**config.mk**
```make
export PLATFORM = sky130hd
export DESIGN_NAME = audio_note_sequencer
export DESIGN_NICKNAME = d
export VERILOG_FILES = /design/src/rtl/audio_note_sequencer.sv
export SDC_FILE = /design/constraint.sdc
export NUM_CORES = 1
export LEC_CHECK = 0
export ABC_AREA = 1
export CORE_ASPECT_RATIO = 0.9
export CORE_UTILIZATION = 40
export CTS_CLUSTER_DIAMETER = 50
export CTS_CLUSTER_SIZE = 14
export DETAILED_ROUTE_END_ITERATION = 8
export PLACE_DENSITY_LB_ADDON = 0.05
export SLEW_MARGIN = 20
export SYNTH_ARGS = -nofsm -noshare
export SYNTH_HDL_FRONTEND = slang
export SYNTH_SLANG_ARGS = --single-unit
```
**constraint.sdc**
```tcl
create_clock -name clk25 -period 2.4 [get_ports clk25]
set_input_delay 0.48 -clock clk25 [delete_from_list [all_inputs] [get_ports clk25]]
set_output_delay 0.48 -clock clk25 [all_outputs]
set_load 0.1 [all_outputs]
```
**src/rtl/audio_note_sequencer.sv**
```systemverilog
// Multi-channel note-duration sequencer.
// Queues {dur, pitch} note commands per channel and plays each note for
// exactly dur frame ticks. Queued notes on a channel play back-to-back.
// Ports:
//   clk25, reset (async, active-low)  - system clock and reset
//   frclk                             - frame clock level input, synchronised internally
//   cmd_valid/cmd_ready               - command handshake (cmd_ready is combinational)
//   cmd_chan/cmd_stop/cmd_dur/cmd_pitch - command payload
//   audioEn                           - per-channel play enable (registered)
//   pitch_out                         - per-channel pitch, channel c at [c*PITCH_W +: PITCH_W]
//   fifo_full                         - per-channel FIFO full flag (registered)
module audio_note_sequencer #(
  parameter int unsigned CHANNELS = 4,
  parameter int unsigned DUR_W    = 17,
  parameter int unsigned PITCH_W  = 8,
  parameter int unsigned DEPTH    = 4,
  localparam int unsigned CW      = (CHANNELS > 1) ? $clog2(CHANNELS) : 1
) (
  input  logic                        clk25,
  input  logic                        reset,
  input  logic                        frclk,
  input  logic                        cmd_valid,
  output logic                        cmd_ready,
  input  logic [CW-1:0]               cmd_chan,
  input  logic                        cmd_stop,
  input  logic [DUR_W-1:0]            cmd_dur,
  input  logic [PITCH_W-1:0]          cmd_pitch,
  output logic [CHANNELS-1:0]         audioEn,
  output logic [CHANNELS*PITCH_W-1:0] pitch_out,
  output logic [CHANNELS-1:0]         fifo_full
);

  localparam int unsigned AW   = $clog2(DEPTH);
  localparam int unsigned CNTW = AW + 1;
  localparam int unsigned DW   = DUR_W + PITCH_W;

  typedef enum logic {IDLE = 1'b0, PLAY = 1'b1} state_t;

  // Frame clock synchroniser and rising-edge detector
  logic [1:0] fr_sync;
  logic       fr_d;
  logic       tick;

  always_ff @(posedge clk25 or negedge reset) begin
    if (!reset) begin
      fr_sync <= 2'b00;
      fr_d    <= 1'b0;
    end else begin
      fr_sync <= {fr_sync[0], frclk};
      fr_d    <= fr_sync[1];
    end
  end

  assign tick = fr_sync[1] & ~fr_d;

  // Command decode; out-of-range channels are always accepted and dropped
  logic chan_ok;
  logic sel_full;
  logic accept;

  assign chan_ok = (32'(cmd_chan) < CHANNELS);

  always_comb begin
    sel_full = 1'b0;
    for (int c = 0; c < int'(CHANNELS); c++) begin
      if (chan_ok && (cmd_chan == CW'(c))) sel_full = fifo_full[c];
    end
  end

  assign cmd_ready = cmd_stop | ~sel_full | ~chan_ok;
  assign accept    = cmd_valid & cmd_ready;

  for (genvar c = 0; c < int'(CHANNELS); c++) begin : g_ch
    logic [DW-1:0]      mem [DEPTH];
    logic [AW-1:0]      wr_ptr, rd_ptr;
    logic [CNTW-1:0]    count, count_nxt;
    logic [DUR_W-1:0]   remaining;
    logic [DUR_W-1:0]   head_dur;
    logic [PITCH_W-1:0] head_pitch;
    logic [PITCH_W-1:0] pitch_q;
    logic               en_q, full_q;
    logic               hit, stop_hit, push, pop, empty, last_tick;
    state_t             state;

    assign hit       = chan_ok && (cmd_chan == CW'(c));
    assign stop_hit  = accept & cmd_stop & hit;
    assign push      = accept & ~cmd_stop & hit;
    assign empty     = (count == '0);
    assign {head_dur, head_pitch} = mem[rd_ptr];
    // Final tick of the current note; the next entry is popped on the same edge
    assign last_tick = (state == PLAY) && tick && (remaining == DUR_W'(1));
    assign pop       = ~stop_hit & ~empty & ((state == IDLE) | last_tick);

    always_comb begin
      count_nxt = count;
      if (push && !pop)      count_nxt = count + CNTW'(1);
      else if (pop && !push) count_nxt = count - CNTW'(1);
    end

    // Note storage (no reset needed; occupancy guards reads)
    always_ff @(posedge clk25) begin
      if (push) mem[wr_ptr] <= {cmd_dur, cmd_pitch};
    end

    // FIFO pointers and play state machine; stop flushes and wins over all else
    always_ff @(posedge clk25 or negedge reset) begin
      if (!reset) begin
        state     <= IDLE;
        wr_ptr    <= '0;
        rd_ptr    <= '0;
        count     <= '0;
        full_q    <= 1'b0;
        en_q      <= 1'b0;
        pitch_q   <= '0;
        remaining <= '0;
      end else if (stop_hit) begin
        state  <= IDLE;
        wr_ptr <= '0;
        rd_ptr <= '0;
        count  <= '0;
        full_q <= 1'b0;
        en_q   <= 1'b0;
      end else begin
        if (push) wr_ptr <= wr_ptr + AW'(1);
        if (pop)  rd_ptr <= rd_ptr + AW'(1);
        count  <= count_nxt;
        full_q <= (count_nxt == CNTW'(DEPTH));
        case (state)
          IDLE: begin
            // Zero-duration entries are popped and dropped
            if (pop && (head_dur != '0)) begin
              remaining <= head_dur;
              pitch_q   <= head_pitch;
              state     <= PLAY;
              en_q      <= 1'b1;
            end
          end
          PLAY: begin
            if (tick) begin
              if (remaining == DUR_W'(1)) begin
                if (pop && (head_dur != '0)) begin
                  remaining <= head_dur;
                  pitch_q   <= head_pitch;
                end else begin
                  state <= IDLE;
                  en_q  <= 1'b0;
                end
              end else begin
                remaining <= remaining - DUR_W'(1);
              end
            end
          end
          default: begin
            state <= IDLE;
            en_q  <= 1'b0;
          end
        endcase
      end
    end

    assign audioEn[c]                         = en_q;
    assign fifo_full[c]                       = full_q;
    assign pitch_out[c*PITCH_W +: PITCH_W]    = pitch_q;
  end

endmodule

```
==> results of run 1 <==
## routing by layer
layer,wire length (um),vias up
met2,31800,356
met4,1480,0
met3,2910,97
li1,-,8995
met5,0,-
met1,31200,8755
## kinds of logic after synthesis
family                   synth area share
buffers and inverters              0.0600
flip-flops                          0.623
AO/OA/AOI/OAI                      0.0612
AND/OR/NAND/NOR                     0.230
adder cells (fa/ha/maj)            0.0180
XOR/XNOR                          0.00874
## placed cells by master, fill, tap and decap left out, drive strengths merged, types with 36 or more instances in the layout
| master | Yosys | routed |
|---|---|---|
| nand2 | 691 | 691 |
| inv | 215 | 235 |
| a31oi | 45 | 45 |
| dfrtp | 143 | 143 |
| clkbuf | 31 | 80 |
| buf | 83 | 213 |
| edfxtp | 400 | 400 |
| ha | 36 | 36 |
| nand3 | 282 | 282 |
| o21ai | 162 | 162 |
| a21oi | 66 | 66 |
| nor2 | 350 | 350 |
## power by group through the flow
stage               Combinational (mW)  Clock, mW  Sequential (mW)
CTS                               9.76       9.87             12.1
global route                      10.7       10.2             12.2
finish                            9.67       9.63             12.1
global placement                  9.64          0             12.2
detailed placement                9.71          0             12.2
floorplan                         5.19          0             13.9
## Yosys cell counts (5+ instances only)
| cell type | number | area share |
|---|---|---|
| xnor2_1 | 9 | 0.0031 |
| o21ai_1 | 25 | 0.0050 |
| a31oi_1 | 45 | 0.011 |
| nand3_1 | 279 | 0.056 |
| xor2_1 | 16 | 0.0056 |
| nor2_1 | 336 | 0.050 |
| nor2_2 | 7 | 0.0017 |
| clkbuf_1 | 31 | 0.0046 |
| inv_2 | 18 | 0.0027 |
| nor3_1 | 11 | 0.0022 |
| buf_2 | 42 | 0.0084 |
| nand2_1 | 665 | 0.10 |
| o21ai_0 | 134 | 0.027 |
| nand4_1 | 10 | 0.0025 |
| ha_1 | 36 | 0.018 |
| dfrtp_1 | 143 | 0.14 |
| edfxtp_1 | 400 | 0.48 |
| inv_1 | 191 | 0.029 |
| o21bai_1 | 5 | 0.0015 |
| a21oi_1 | 64 | 0.013 |
| nor2_4 | 6 | 0.0027 |
| buf_4 | 27 | 0.0081 |
| buf_6 | 12 | 0.0054 |
| nand2_2 | 22 | 0.0055 |
| inv_4 | 6 | 0.0015 |
## timing repair
| item | CTS | global route |
|---|---|---|
| hold buffers | 1 | 0 |
| setup endpoints to repair | 1 | 30 |
| hold endpoints to repair | 40 | 0 |
| buffers inserted | 0 | 1 |
| pin swaps | 0 | 1 |
| resized for setup | 3 | 8 |
## through the flow
stage / total power, mW / utilization / setup WS, ns / setup TNS, ns
2_1_floorplan: 19.1 / - / -0.219 / -21.85
3_3_place_gp: 21.8 / 0.453 / -0.215 / -76.11
3_5_place_dp: 22.0 / 0.453 / -0.232 / -81.74
4_1_cts: 31.7 / 0.487 / 0.0181 / 0
5_1_grt: 33.1 / 0.487 / -0.0151 / -0.0151
6_report: 31.4 / 0.487 / 0.0682 / 0
## sequential cells by signal, indices dropped and copies added, names as in the netlist
name	cells
g_ch.count	12
g_ch.pitch_q	32
fr_d	1
g_ch.state	4
g_ch.remaining	68
g_ch.rd_ptr	8
g_ch.mem	400
fr_sync	2
g_ch.full_q	4
g_ch.en_q	4
g_ch.wr_ptr	8
## worst max-delay path, cell delays in order
cell,delay [ns]
clkdlybuf4s50_1,0.47
buf_6,0.14
nand2_2,0.06
or2_1,0.25
nand4_4,0.12
buf_4,0.15
buf_12,0.17
## final cells by class
type | instances | area, sq um | area share
Tap cell | 836 | 1050 | 0.0349
Timing Repair Buffer | 244 | 2370 | 0.0789
Clock inverter | 34 | 395 | 0.0132
Inverter | 217 | 833 | 0.0278
Antenna cell | 5 | 12.5 | 0.000417
Multi-Input combinational cell | 1701 | 8070 | 0.269
Clock buffer | 80 | 1680 | 0.0560
Sequential cell | 543 | 15600 | 0.520
## worst paths after layout
| check | start | end | slack [ns] |
|---|---|---|---|
| min reg2reg | fr_sync[0]$_DFF_PN0_ | fr_sync[1]$_DFF_PN0_ | 0.35 |
| min | frclk | fr_sync[0]$_DFF_PN0_ | 0.30 |
| min in group asynchronous | reset | g_ch[2].remaining[4]$_DFFE_PN0P_ | 0.40 |
| max in group asynchronous | reset | g_ch[3].remaining[14]$_DFFE_PN0P_ | 1.37 |
| max | cmd_chan[1] | cmd_ready | 0.07 |
| max reg2reg | g_ch[3].rd_ptr[1]$_DFFE_PN0P_ | g_ch[3].remaining[15]$_DFFE_PN0P_ | 0.20 |
==> results.json, run 1 <==
{
  "yosysSeqAreaShare": 0.623,
  "die_h_um": 239,
  "grt_antenna_before_repair": 4,
  "cts_root_buf": "clkbuf_16",
  "pwr-share-clk": 0.307,
  "wl_per_cell_um": 18.4,
  "die_area_sq_um": 63600,
  "clk_path_buf_depth": 3,
  "sequentialPowerShare": 0.384,
  "gp_congestion": 0.831,
  "synth_fp_nets": 2643,
  "fmax_mhz": 429,
  "finalClockSkew_ns": 0.0326,
  "slew_headroom": 0.613,
  "grt_usage": 0.216,
  "synth_ff_type": "edfxtp_1",
  "worstMarginPinSlew_ns": 0.580,
  "yosys_register_bits": 543,
  "route.detailed.drc": 0,
  "min_path_cells": 1,
  "drive_gt1_frac": 0.147,
  "start_util": 0.407,
  "required_ns": 1.92,
  "cts.sinks": 543,
  "min_period_ns": 2.33,
  "grt.busiest_layer": "met2",
  "placedInstanceArea_sq_um": 27900,
  "final_cells": 3660,
  "crit_path_end_kind": "primary output",
  "rr_worst_depth": 10,
  "viasPerCell": 4.97,
  "met1_usage": 0.298,
  "switching_power_mw": 12.1,
  "grtUsageMet2": 0.351,
  "port_buffers": 72,
  "placed_cells": 3539,
  "htreeDepth": 2,
  "clk_latency_ns": 0.66,
  "first_iter_violations": 1282,
  "die_width_um": 266,
  "antenna_left": 0,
  "final-setup-viol-count": 0,
  "path_clk_slew_ns": 0.06,
  "synthCells": 2575,
  "first_global_vias": 17900,
  "grt_pass1_wl_mm": 105,
  "synth_area_sq_um": 25000,
  "synth_edf_count": 400,
  "max_cap_viol_count": 0,
  "crit_type": "in2out",
  "drt-total-wl_mm": 67.3,
  "critPathMaxFanout": 5,
  "hold_path.class": "in2reg",
  "nFillCells": 5760,
  "fin_nets": 2836,
  "finalCritPeriodShare": 0.972,
  "rsz0062_at_grt": "yes",
  "hold_violations": 0,
  "yosys_warnings": 0,
  "final_cell_area_sq_um": 30000,
  "powerDensity_nw_per_um2": 1050,
  "ir_worst_vdd_v": 0.00108,
  "comb_power_share": 0.309,
  "synthArstFlopShare": 0.263,
  "dp.final_hpwl_mm": 44.6,
  "crit_arrival_ns": 1.85,
  "p_sw_frac": 0.385,
  "syn2layout_area_growth_pct": 19.8,
  "cts_tree": "yes",
  "start_kind": "input port",
  "synth_cell_types": 46,
  "hold_slack_ns": 0.303,
  "core_area_sq_um": 61500,
  "first_pass_iters": 7,
  "grt_overflow": 0,
  "final_max_slew_viol_count": 0,
  "numCtsBuffers": 61,
  "pin_count": 73,
  "power.internal_mw": 19.3,
  "p_leak_nw": 12.2,
  "grt_max_degree": 48,
  "avgSynthCellArea_sq_um": 9.72,
  "grtUsageMet3": 0.0325,
  "status": "complete, no violations",
  "fp-row-count": 86,
  "vias": 18200
}
Power figures use the tool's default switching activity.
==> run 2: changes to the inputs <==
Settings changed: CAP_MARGIN set to 10, SKIP_LAST_GASP set to 1.
==> results.json, run 2 (synthesis gave the netlist of run 1 again) <==
{
  "status": "complete, no violations",
  "first_global_vias": 17900,
  "ir_worst_vdd_v": 0.00108,
  "final-setup-viol-count": 0,
  "rr_worst_depth": 12,
  "timing.rr.end": "g_ch[3].remaining[15]$_DFFE_PN0P_",
  "reg_top3": "g_ch.mem (400), g_ch.remaining (68), g_ch.pitch_q (32)",
  "final_cell_area_sq_um": 30000,
  "drive_gt1_frac": 0.147,
  "core_area_sq_um": 61500,
  "hold_path.class": "in2reg",
  "die_h_um": 239,
  "powerDensity_nw_per_um2": 1050,
  "fin_setup_tns_ns": 0,
  "worstMarginPinSlew_ns": 0.580,
  "port_buffers": 72,
  "grt_overflow": 0,
  "largest_reg_flops": 400,
  "placedInstanceArea_sq_um": 27900,
  "finalCritPeriodShare": 0.972,
  "start_kind": "input port",
  "viasPerCell": 4.97,
  "numCtsBuffers": 61,
  "clk_path_buf_depth": 3,
  "die_width_um": 266,
  "finalClockSkew_ns": 0.0328,
  "crit_arrival_ns": 1.85,
  "layout_common_cells": "nand2_1 (664), edfxtp_1 (400), nor2_1 (320), nand3_1 (279), inv_1 (191)",
  "first_iter_violations": 1282,
  "cts_tree": "yes",
  "pre_cts_ws_ns": -0.232,
  "first_pass_iters": 7,
  "min_from": "frclk",
  "gp_congestion": 0.831,
  "antenna_left": 0,
  "dp.final_hpwl_mm": 44.6,
  "max_cap_viol_count": 0,
  "path_clk_slew_ns": 0.06,
  "finalPower_mw": 31.4,
  "crit_type": "in2out",
  "cts.sinks": 543,
  "clk_latency_ns": 0.66,
  "htreeDepth": 2,
  "reg2reg_setup_slack_ns": 0.16,
  "fmax_mhz": 429,
  "route.detailed.drc": 0,
  "grt_antenna_before_repair": 4,
  "grt_usage": 0.216,
  "hold_violations": 0,
  "syn2layout_area_growth_pct": 19.8,
  "fin_nets": 2836,
  "r2r-start": "g_ch[3].rd_ptr[0]$_DFFE_PN0P_",
  "required_ns": 1.92,
  "critPathMaxFanout": 5,
  "p_leak_nw": 12.2,
  "drt-total-wl_mm": 67.3,
  "min_path_cells": 1,
  "vias": 18200,
  "fp-row-count": 86,
  "cp-startpoint": "cmd_chan[1]",
  "die_area_sq_um": 63600,
  "wl_per_cell_um": 18.4,
  "final_common_cell": "nand2_1",
  "start_util": 0.407,
  "crit_path_end_kind": "primary output",
  "slew_headroom": 0.613,
  "rsz0062_at_grt": "yes",
  "grt_max_degree": 48,
  "hold_end": "fr_sync[0]$_DFF_PN0_",
  "regMostFlops": "g_ch.mem",
  "final_max_slew_viol_count": 0,
  "worst_slack_ns": 0.0680,
  "grt_pass1_wl_mm": 105,
  "min_period_ns": 2.33,
  "pin_count": 73,
  "cts_root_buf": "clkbuf_16"
}
run 2: through the flow:
step	hold slack (ns)	std cells	util
after floorplan	0.184	2575	-
after global placement	0.341	3539	0.453
after detailed placement	0.339	3539	0.453
after CTS	0.270	3654	0.487
after global routing	0.282	3655	0.487
final	0.303	3660	0.487
run 2: per-layer routing:
layer,share of wire,global-route usage
met4,0.022,0.0615
met2,0.47,0.351
met3,0.043,0.0325
met5,0,0
met1,0.46,0.298
run 2: worst max path at each step:
stage,end,depth (start not counted),slack [ns]
after CTS,cmd_ready,5,0.02
after global placement,g_ch[0].mem[3][3]$_DFFE_PP_,8,-0.21
after detailed placement,g_ch[0].mem[2][5]$_DFFE_PP_,8,-0.23
final,cmd_ready,7,0.07
after global routing,g_ch[3].remaining[15]$_DFFE_PN0P_,14,-0.05
after floorplan,g_ch[2].mem[0][0]$_DFFE_PP_,6,-0.22
run 2: final cells by class:
cell class | instances | area (sq um)
Fill cell | 5761 | 31600
Sequential cell | 543 | 15600
Multi-Input combinational cell | 1701 | 8070
Timing Repair Buffer | 244 | 2370
Clock buffer | 80 | 1680
Tap cell | 836 | 1050
Inverter | 217 | 833
Clock inverter | 34 | 395
Antenna cell | 5 | 12.5
run 2: critical path, cell delays in order:
cell and delay, ns:
clkdlybuf4s50_1 0.47, buf_6 0.14, nand2_2 0.06, or2_1 0.25, nand4_4 0.12, buf_4 0.15, buf_12 0.17
run 2: what timing repair did:
item	CTS	global route
hold buffers	1	0
buffers inserted	0	1
pin swaps	0	1
endpoints found under the hold margin	40	0
gates resized for setup	3	7
endpoints found under the setup margin	1	30
run 2: power by group:
part / internal (mW) / switching, mW
Clock: 5.41 / 4.22
Combinational: 2.78 / 6.89
Sequential: 11.1 / 0.948
